--- src/rtl/switch_control.sv ---
// rtl/switch_control.sv - XY-routing switch allocator for a 5-port mesh router
module switch_control #(
    parameter int          NPORT    = 5,
    parameter int          TAM_FLIT = 16,
    parameter logic [7:0]  ADDRESS  = 8'h00
) (
    input  logic                               clock,
    input  logic                               reset,
    input  logic [NPORT-1:0]                   h,
    input  logic [NPORT*TAM_FLIT-1:0]          data,
    input  logic [NPORT-1:0]                   sender,
    output logic [NPORT-1:0]                   ack_h,
    output logic [NPORT-1:0]                   arb_requests,
    output logic                               arb_enable,
    input  logic [$clog2(NPORT)-1:0]           arb_selected,
    output logic [NPORT-1:0]                   free,
    output logic [NPORT*$clog2(NPORT)-1:0]     mux_in
);

    localparam int SW = $clog2(NPORT);

    localparam logic [SW-1:0] P_EAST  = SW'(0);
    localparam logic [SW-1:0] P_WEST  = SW'(1);
    localparam logic [SW-1:0] P_NORTH = SW'(2);
    localparam logic [SW-1:0] P_SOUTH = SW'(3);
    localparam logic [SW-1:0] P_LOCAL = SW'(4);

    localparam logic [3:0] X_ADDR = ADDRESS[7:4];
    localparam logic [3:0] Y_ADDR = ADDRESS[3:0];

    typedef enum logic [1:0] {
        S_IDLE  = 2'd0,
        S_ARB   = 2'd1,
        S_ROUTE = 2'd2,
        S_GRANT = 2'd3
    } state_t;

    state_t          state;
    state_t          next_state;
    logic [SW-1:0]   sel;
    logic [SW-1:0]   dest;
    logic [SW-1:0]   mux_q [NPORT];

    // Only the low address byte of each head flit takes part in routing.
    logic [7:0]      head_addr [NPORT];
    logic [7:0]      cur_addr;
    logic [3:0]      xt;
    logic [3:0]      yt;
    logic [SW-1:0]   dest_c;
    logic            sel_ok;
    logic            grant_ok;
    logic            unused_data;

    assign unused_data = ^data;

    for (genvar i = 0; i < NPORT; i++) begin : g_ports
        assign head_addr[i]          = data[i*TAM_FLIT +: 8];
        assign mux_in[i*SW +: SW]    = mux_q[i];
    end

    always_comb begin
        sel_ok   = int'(arb_selected) < NPORT;
        cur_addr = sel_ok ? head_addr[arb_selected] : 8'h00;
        xt       = cur_addr[7:4];
        yt       = cur_addr[3:0];
        dest_c   = P_LOCAL;
        if (xt > X_ADDR)
            dest_c = P_EAST;
        else if (xt < X_ADDR)
            dest_c = P_WEST;
        else if (yt > Y_ADDR)
            dest_c = P_NORTH;
        else if (yt < Y_ADDR)
            dest_c = P_SOUTH;
        grant_ok = sel_ok && h[arb_selected] && free[dest_c];
    end

    always_ff @(posedge clock or negedge reset) begin
        if (!reset)
            state <= S_IDLE;
        else
            state <= next_state;
    end

    always_comb begin
        next_state = state;
        case (state)
            S_IDLE:  if (|h) next_state = S_ARB;
            S_ARB:   next_state = S_ROUTE;
            S_ROUTE: next_state = grant_ok ? S_GRANT : S_IDLE;
            S_GRANT: next_state = S_IDLE;
            default: next_state = S_IDLE;
        endcase
    end

    // Registered outputs and allocation state; release runs every cycle
    // and a grant can never target an output that is being released.
    always_ff @(posedge clock or negedge reset) begin
        if (!reset) begin
            ack_h        <= '0;
            arb_enable   <= 1'b0;
            arb_requests <= '0;
            free         <= '1;
            sel          <= '0;
            dest         <= '0;
            for (int o = 0; o < NPORT; o++)
                mux_q[o] <= '0;
        end else begin
            arb_enable <= (next_state == S_ARB);
            ack_h      <= '0;
            if (state == S_IDLE && |h)
                arb_requests <= h;
            if (state == S_ROUTE) begin
                sel  <= arb_selected;
                dest <= dest_c;
            end
            for (int o = 0; o < NPORT; o++) begin
                if (!free[o] && !sender[mux_q[o]])
                    free[o] <= 1'b1;
            end
            if (state == S_GRANT) begin
                ack_h[sel]  <= 1'b1;
                free[dest]  <= 1'b0;
                mux_q[dest] <= sel;
            end
        end
    end

endmodule
--- config.mk ---
export PLATFORM = sky130hd
export DESIGN_NAME = switch_control
export DESIGN_NICKNAME = d
export VERILOG_FILES = /design/src/rtl/switch_control.sv
export SDC_FILE = /design/constraint.sdc
export NUM_CORES = 1
export LEC_CHECK = 0
export CORE_MARGIN = 5
export CORE_UTILIZATION = 33
export DETAILED_ROUTE_END_ITERATION = 16
export GPL_ROUTABILITY_DRIVEN = 0
export PLACE_DENSITY = 0.79
export SKIP_LAST_GASP = 1
export SLEW_MARGIN = 30
export SYNTH_ARGS = -nofsm -noshare
export SYNTH_HDL_FRONTEND = slang
export SYNTH_SLANG_ARGS = --single-unit
--- constraint.sdc ---
create_clock -name clock -period 1.5 [get_ports clock]
set_input_delay 0.3 -clock clock [delete_from_list [all_inputs] [get_ports clock]]
set_output_delay 0.3 -clock clock [all_outputs]
set_load 0.05 [all_outputs]
==> flow_summary_export.csv, run 1 <==
group,metric,value,unit
grt,grt_max_degree,33,
detailed_routing,dr.pass1.iters,4,
finish,seqCellArea,810,µm²
detailed_routing,ant_nets,0,
die,ios,126,
placement,io_buffers,79,
power_and_ir_drop,peakVddDrop,0.00127,V
die,num_rows,25,
sta,post-route-period-util,116,%
finish,drive_gt1_share,39.6,%
synthesis,synthArstFlopShare,100,%
critical_path,cp_top_family,"simple AND/OR/NAND/NOR gates",
grt,grt_usage,15.6,%
power_and_ir_drop,finalPower,5.41,mW
grt,antenna_found_initial,0,
finish,diodes,0,
synthesis,ys_seq_area_share,49.9,%
synthesis,synth_commonest_cells,"dfrtp_1 (27), nand2_1 (24), nor2_1 (16)",
sta,fmax,0.573,GHz
run_status,violations,"negative setup slack",
grt,overflow,0,
placement,place_inst,315,
sta,finalHoldViolCount,0,
detailed_routing,wirelength,5240,µm
sta,rsz0062_at_grt,"true",
critical_path,setup.worst_path.start_class,"input port",
min_path,hp-class,"in -> reg",
synthesis,synth_top_area_share,41.8,%
finish,nFillCells,354,
die,initial_core_util,34.0,%
synthesis,synth_area_leaders,"dfrtp_1 (42%), dfstp_2 (8.1%), mux2_2 (7.0%)",
clock_network,clock_latency,0.28,ns
run_status,status,"finished, violations left",
critical_path,cp-end-kind,"flip-flop",
detailed_routing,drc,0,
synthesis,yosysUniqueCellTypes,38,
clock_network,clock_tree.root_cell,"clkbuf_8",
synthesis,yosysMostFrequentCell,"dfrtp_1",
finish,synthToLayoutAreaGrowth,95.4,%
sta,setup_violations,4,
die,die_w,80.0,µm
synthesis,synth.largest_area_cell,"dfrtp_1",
power_and_ir_drop,combPwrFrac,57.1,%
power_and_ir_drop,leakage,1.51,nW
placement,dp_hpwl,3900,µm
detailed_routing,post_drt_wl_per_cell,16.0,µm
power_and_ir_drop,internal_power,3.11,mW
detailed_routing,drt_iter0_drc,55,
synthesis,ys_seq_elements,32,
critical_path,critPathBufInv,1,
finish,multiInputGateArea,930,µm²
critical_path,crit_arrival,1.96,ns
clock_network,clk_pin_slew,0.06,ns
synthesis,yosys_warnings,0,
critical_path,cp.required,1.72,ns
finish,post-route-util,66.5,%
synthesis,syn_area,1620,µm²
detailed_routing,num_vias,1602,
synthesis,syn_area_per_cell,10.3,µm²
critical_path,worstPathMaxFanout,2,
grt,grt_pass1_wl,7700,µm
synthesis,syn-instance-count,157,
clock_network,ctsHtreeMaxLevel,2,
sta,fin_crit,1.75,ns
synthesis,synth_edf_count,0,
detailed_routing,via_per_inst,4.90,
critical_path,crit_chain,"buf_6, or4_1, or3_4, nand2_4, o41ai_2, a2111o_1, nand2_1",
power_and_ir_drop,p_seq_share,31.5,%
power_and_ir_drop,power.switching,2.30,mW
die,core-area,4750,µm²
finish,nets,354,
die,die_h,80.0,µm
clock_network,cts_buffer_depth,2,
finish,finalNonFillerCells,327,
critical_path,slowest_delay,0.57,ns
critical_path,reg2reg_depth,4,
critical_path,path_depth,7,
sta,fin_skew,0.00482,ns
critical_path,slowest_stage,"or4_1",
die,die_area,6400,µm²
grt,grt_pass1_vias,1626,
power_and_ir_drop,p_sw_share,42.5,%
run,maxCapViolCount,0,
clock_network,cts_hold_buf,0,
clock_network,cts_made_buffers,5,
clock_network,cts_tree,"built",
sta,fin_ws,-0.247,ns
sta,slew_violations,0,
min_path,min_delay_path_depth,3,
critical_path,criticalPathCategory,"in -> reg",
power_and_ir_drop,p_per_area,1710,nW/µm²
clock_network,clock_sinks,32,
power_and_ir_drop,p_clk_share,11.5,%
synthesis,synth_flop_cell,"dfrtp_1",
## path summary, 6_finish.rpt
path | from | end | slack [ns]
setup reg to reg | mux_in[6] | free[2] | 0.08
hold / removal | h[3] | arb_requests[3] | 0.29
min in group asynchronous | reset | sel[1] | 0.39
hold reg to reg | free[1] | free[1] | 0.52
max in group asynchronous | reset | free[0] | 0.86
setup / recovery | data[35] | state[0] | -0.25
## metal layers
metal / global-route usage, % / wire [µm] / vias to the layer above / share of wire (%)
met1: 16.7 / 1880 / 773 / 36
met2: 28.6 / 2880 / 61 / 55
met4: 4.22 / 114 / 0 / 2.2
met3: 5.53 / 363 / 12 / 6.9
met5: 0 / 0 / - / 0
li1: - / - / 756 / -
## final cells by class
cell class	count	share of cell area (%)
Clock inverter	1	0.158
Timing Repair Buffer	100	39.2
Multi-Input combinational cell	115	29.4
Sequential cell	32	25.6
Tap cell	67	2.65
Clock buffer	7	2.41
Inverter	5	0.594
## per-stage QoR
stage	worst slack, ns	instance area [µm²]	setup TNS, ns	hold slack (ns)
6_report	-0.247	3160	-0.782	0.295
5_1_grt	-0.275	3160	-0.873	0.310
3_3_place_gp	-0.685	2830	-4.79	0.502
3_5_place_dp	-0.759	2830	-5.45	0.506
2_1_floorplan	-0.263	1640	-0.877	0.00441
4_1_cts	-0.254	2960	-0.769	0.393
## worst min-delay path, stage by stage
cell and delay, ns:
dlymetal6s2s_1 0.12, nand2_1 0.07, nand2_1 0.05
## cells by family after synthesis
logic type	synth area share (%)
other	0.232
and+or+nand+nor	21.0
buffers and inverters	5.57
AOI/OAI and AO/OA	11.0
DFF	49.9
muxes	12.4
## cell usage in the layout, fill, tap and decap left out, drive strengths merged, types with 2 or more instances in the layout
cell           Yosys  routed
mux4               3       3
o41ai              2       2
o21a               2       2
buf                8      51
dfrtp             27      27
nor2b              2       2
o21ai              6       6
nor4               7       7
inv                5       5
nor2              16      16
mux2i              2       2
a22o               2       2
a31oi              2       2
a21oi              5       5
clkbuf             2       7
nor3               2       2
and3               2       2
dlygate4sd2        0       4
nand2b             4       4
nand2             24      24
or4                4       4
clkdlybuf4s50      0      24
nand3              2       2
clkdlybuf4s15      0       2
o22ai              2       2
conb               1       6
dlymetal6s2s       0      19
mux2              10      10
dfstp              5       5
## timing repair
item | 4_1_cts | 5_1_grt
setup endpoints to repair | 9 | 11
pin swaps | 15 | 21
setup buffers | 1 | 3
gates resized for setup | 41 | 39
endpoints found under the hold margin | 0 | 0
## power groups by stage
| stage | registers (mW) | logic, mW | clock network [mW] |
|---|---|---|---|
| floorplan | 2.30 | 0.783 | 0 |
| global placement | 1.69 | 2.90 | 0 |
| detailed placement | 1.71 | 2.97 | 0 |
| CTS | 1.71 | 2.99 | 0.637 |
| global route | 1.77 | 3.25 | 0.670 |
| finish | 1.70 | 3.09 | 0.620 |
## sequential cells by signal (all words and copies together), names as in the netlist
name / flops
sel: 3
arb_requests: 5
ack_h: 5
free: 5
state: 2
dest: 2
mux_in: 9
arb_enable: 1
Power figures use the tool's default switching activity.
==> inputs of run 2 (changes only) <==
--- a/config.mk
+++ b/config.mk
@@ -9,7 +9,7 @@
 export CORE_UTILIZATION = 33
 export DETAILED_ROUTE_END_ITERATION = 16
 export GPL_ROUTABILITY_DRIVEN = 0
-export PLACE_DENSITY = 0.79
+export PLACE_DENSITY = 0.91
 export SKIP_LAST_GASP = 1
 export SLEW_MARGIN = 30
 export SYNTH_ARGS = -nofsm -noshare
==> run 2 against run 1 <==
  * The run still ends with negative setup slack left
  * Setup slack improved by 0.092 ns
  * Sequential power about the same
  * Combinational power down 2%
  * Register-to-register slack hardly changed
  * Sequential share of layout area grew 0.20 points
  * Critical endpoint is now state[1]
  * Highest routed layer unchanged
  * Clock skew increased by 0.0015 ns
  * Worst hold slack improved by 0.012 ns
  * Die area is the same
  * Maximum frequency is 5.6% higher
==> flow_summary_export.csv, run 2 (synthesized netlist as in run 1, its figures left out) <==
group,metric,value,unit
finish,final_cell_mix,"buf_12 (26), dfrtp_1 (25), clkdlybuf4s50_1 (25), nand2_1 (23), dlymetal6s2s_1 (19)",
critical_path,worstPathMaxFanout,2,
min_path,hp-class,"in -> reg",
sta,fin_ws,-0.155,ns
placement,dp_worst_setup_slack,-0.760,ns
critical_path,cp.required,1.72,ns
critical_path,cp-end-kind,"flip-flop",
clock_network,cts_buffer_depth,2,
finish,nets,353,
sta,slew_violations,0,
placement,dp_hpwl,3800,µm
power_and_ir_drop,leakage,1.51,nW
sta,setup_violations,4,
sta,finalHoldViolCount,0,
finish,diodes,0,
detailed_routing,drt_iter0_drc,50,
clock_network,clk_pin_slew,0.07,ns
die,die_w,80.0,µm
sta,post-route-period-util,110,%
critical_path,crit_arrival,1.88,ns
finish,multiInputGateArea,881,µm²
run,maxCapViolCount,0,
detailed_routing,ant_nets,0,
finish,nFillCells,373,
detailed_routing,drc,0,
run_status,status,"finished, violations left",
detailed_routing,wirelength,4890,µm
clock_network,clock_sinks,32,
grt,grt_max_degree,33,
die,num_rows,25,
grt,grt_pass1_vias,1595,
sta,fin_skew,0.00630,ns
die,ios,126,
detailed_routing,post_drt_wl_per_cell,15.0,µm
die,core-area,4750,µm²
sta,whs,0.306,ns
sta,fin_crit,1.65,ns
clock_network,clock_tree.root_cell,"clkbuf_8",
clock_network,cts_hold_buf,0,
die,initial_core_util,34.0,%
clock_network,cts_made_buffers,5,
clock_network,ctsHtreeMaxLevel,2,
power_and_ir_drop,finalPower,5.55,mW
finish,final_common_cell,"buf_12",
clock_network,clock_latency,0.29,ns
finish,synthToLayoutAreaGrowth,93.9,%
die,die_h,80.0,µm
finish,final_area,3140,µm²
detailed_routing,via_per_inst,4.96,
clock_network,cts_tree,"built",
run_status,violations,"negative setup slack",
grt,grt_pass1_wl,7200,µm
finish,drive_gt1_share,39.4,%
die,die_area,6400,µm²
finish,largest_register_ffs,9,
sta,rsz0062_at_grt,"true",
power_and_ir_drop,p_per_area,1770,nW/µm²
sta,setup_tns,-0.452,ns
finish,seqCellArea,810,µm²
grt,antenna_found_initial,0,
grt,grt_usage,14.4,%
power_and_ir_drop,peakVddDrop,0.00121,V
sta,fmax,0.604,GHz
critical_path,setup.worst_path.start_class,"input port",
detailed_routing,dr.pass1.iters,4,
placement,io_buffers,79,
placement,post_dp_cell_area,2840,µm²
grt,overflow,0,
detailed_routing,num_vias,1618,
critical_path,criticalPathCategory,"in -> reg",
run 2: metrics by stage:
| stage | std cells | util (%) |
|---|---|---|
| 2_1_floorplan | 162 | - |
| 3_3_place_gp | 316 | 59.7 |
| 3_5_place_dp | 316 | 59.7 |
| 4_1_cts | 324 | 62.8 |
| 5_1_grt | 326 | 66.0 |
| 6_report | 326 | 66.0 |
run 2: power by group:
part / leakage (nW) / switching [mW] / internal (mW) / total (mW)
clock network: 0.0552 / 0.321 / 0.493 / 0.814
logic: 1.06 / 1.48 / 1.54 / 3.02
registers: 0.393 / 0.492 / 1.22 / 1.71
run 2: layer usage:
metal,vias up,routed length [µm],GRT usage (%)
li1,755,-,-
met2,58,2710,26.5
met3,5,295,4.51
met5,-,0,0
met4,0,58,3.04
met1,800,1820,16.2
run 2: final timing paths:
| kind | start | to | slack (ns) | depth (start not counted) |
|---|---|---|---|---|
| setup / recovery | data[35] | state[1] | -0.15 | 7 |
| hold / removal | h[3] | arb_requests[3] | 0.31 | 3 |
| setup reg to reg | state[1] | mux_in[0] | 0.08 | 4 |
| hold reg to reg | free[1] | free[1] | 0.52 | 1 |
| max in group asynchronous | reset | free[4] | 0.88 | 2 |
| min in group asynchronous | reset | arb_requests[0] | 0.38 | 2 |
run 2: final cells by class:
class	count	share of cell area, %
clock buffer	6	2.31
clock inverter	2	1.12
timing repair buffer	99	39.4
inverter	5	0.598
multi-input combinational	115	28.1
tap	67	2.67
sequential	32	25.8
run 2: repair_timing:
| action | CTS | global route |
|---|---|---|
| resized for setup | 34 | 41 |
| setup endpoints to repair | 9 | 9 |
| buffers inserted | 0 | 2 |
| gates cloned | 0 | 0 |
| hold endpoints to repair | 0 | 0 |
| pin swaps | 11 | 27 |
run 2: critical path: stages:
cell and delay [ns]:
buf_6 0.09, or4_4 0.52, or3_4 0.35, nand2_2 0.08
o41ai_2 0.08, a2111o_1 0.38, nand2_1 0.08
==> inputs of run 3 (changes only) <==
--- a/config.mk
+++ b/config.mk
@@ -7,6 +7,7 @@
 export LEC_CHECK = 0
 export CORE_MARGIN = 5
 export CORE_UTILIZATION = 33
+export CTS_CLUSTER_SIZE = 28
 export DETAILED_ROUTE_END_ITERATION = 16
 export GPL_ROUTABILITY_DRIVEN = 0
 export PLACE_DENSITY = 0.91
==> results of run 3 <==
The final DEF is identical to that of run 2; final timing and power are the same.
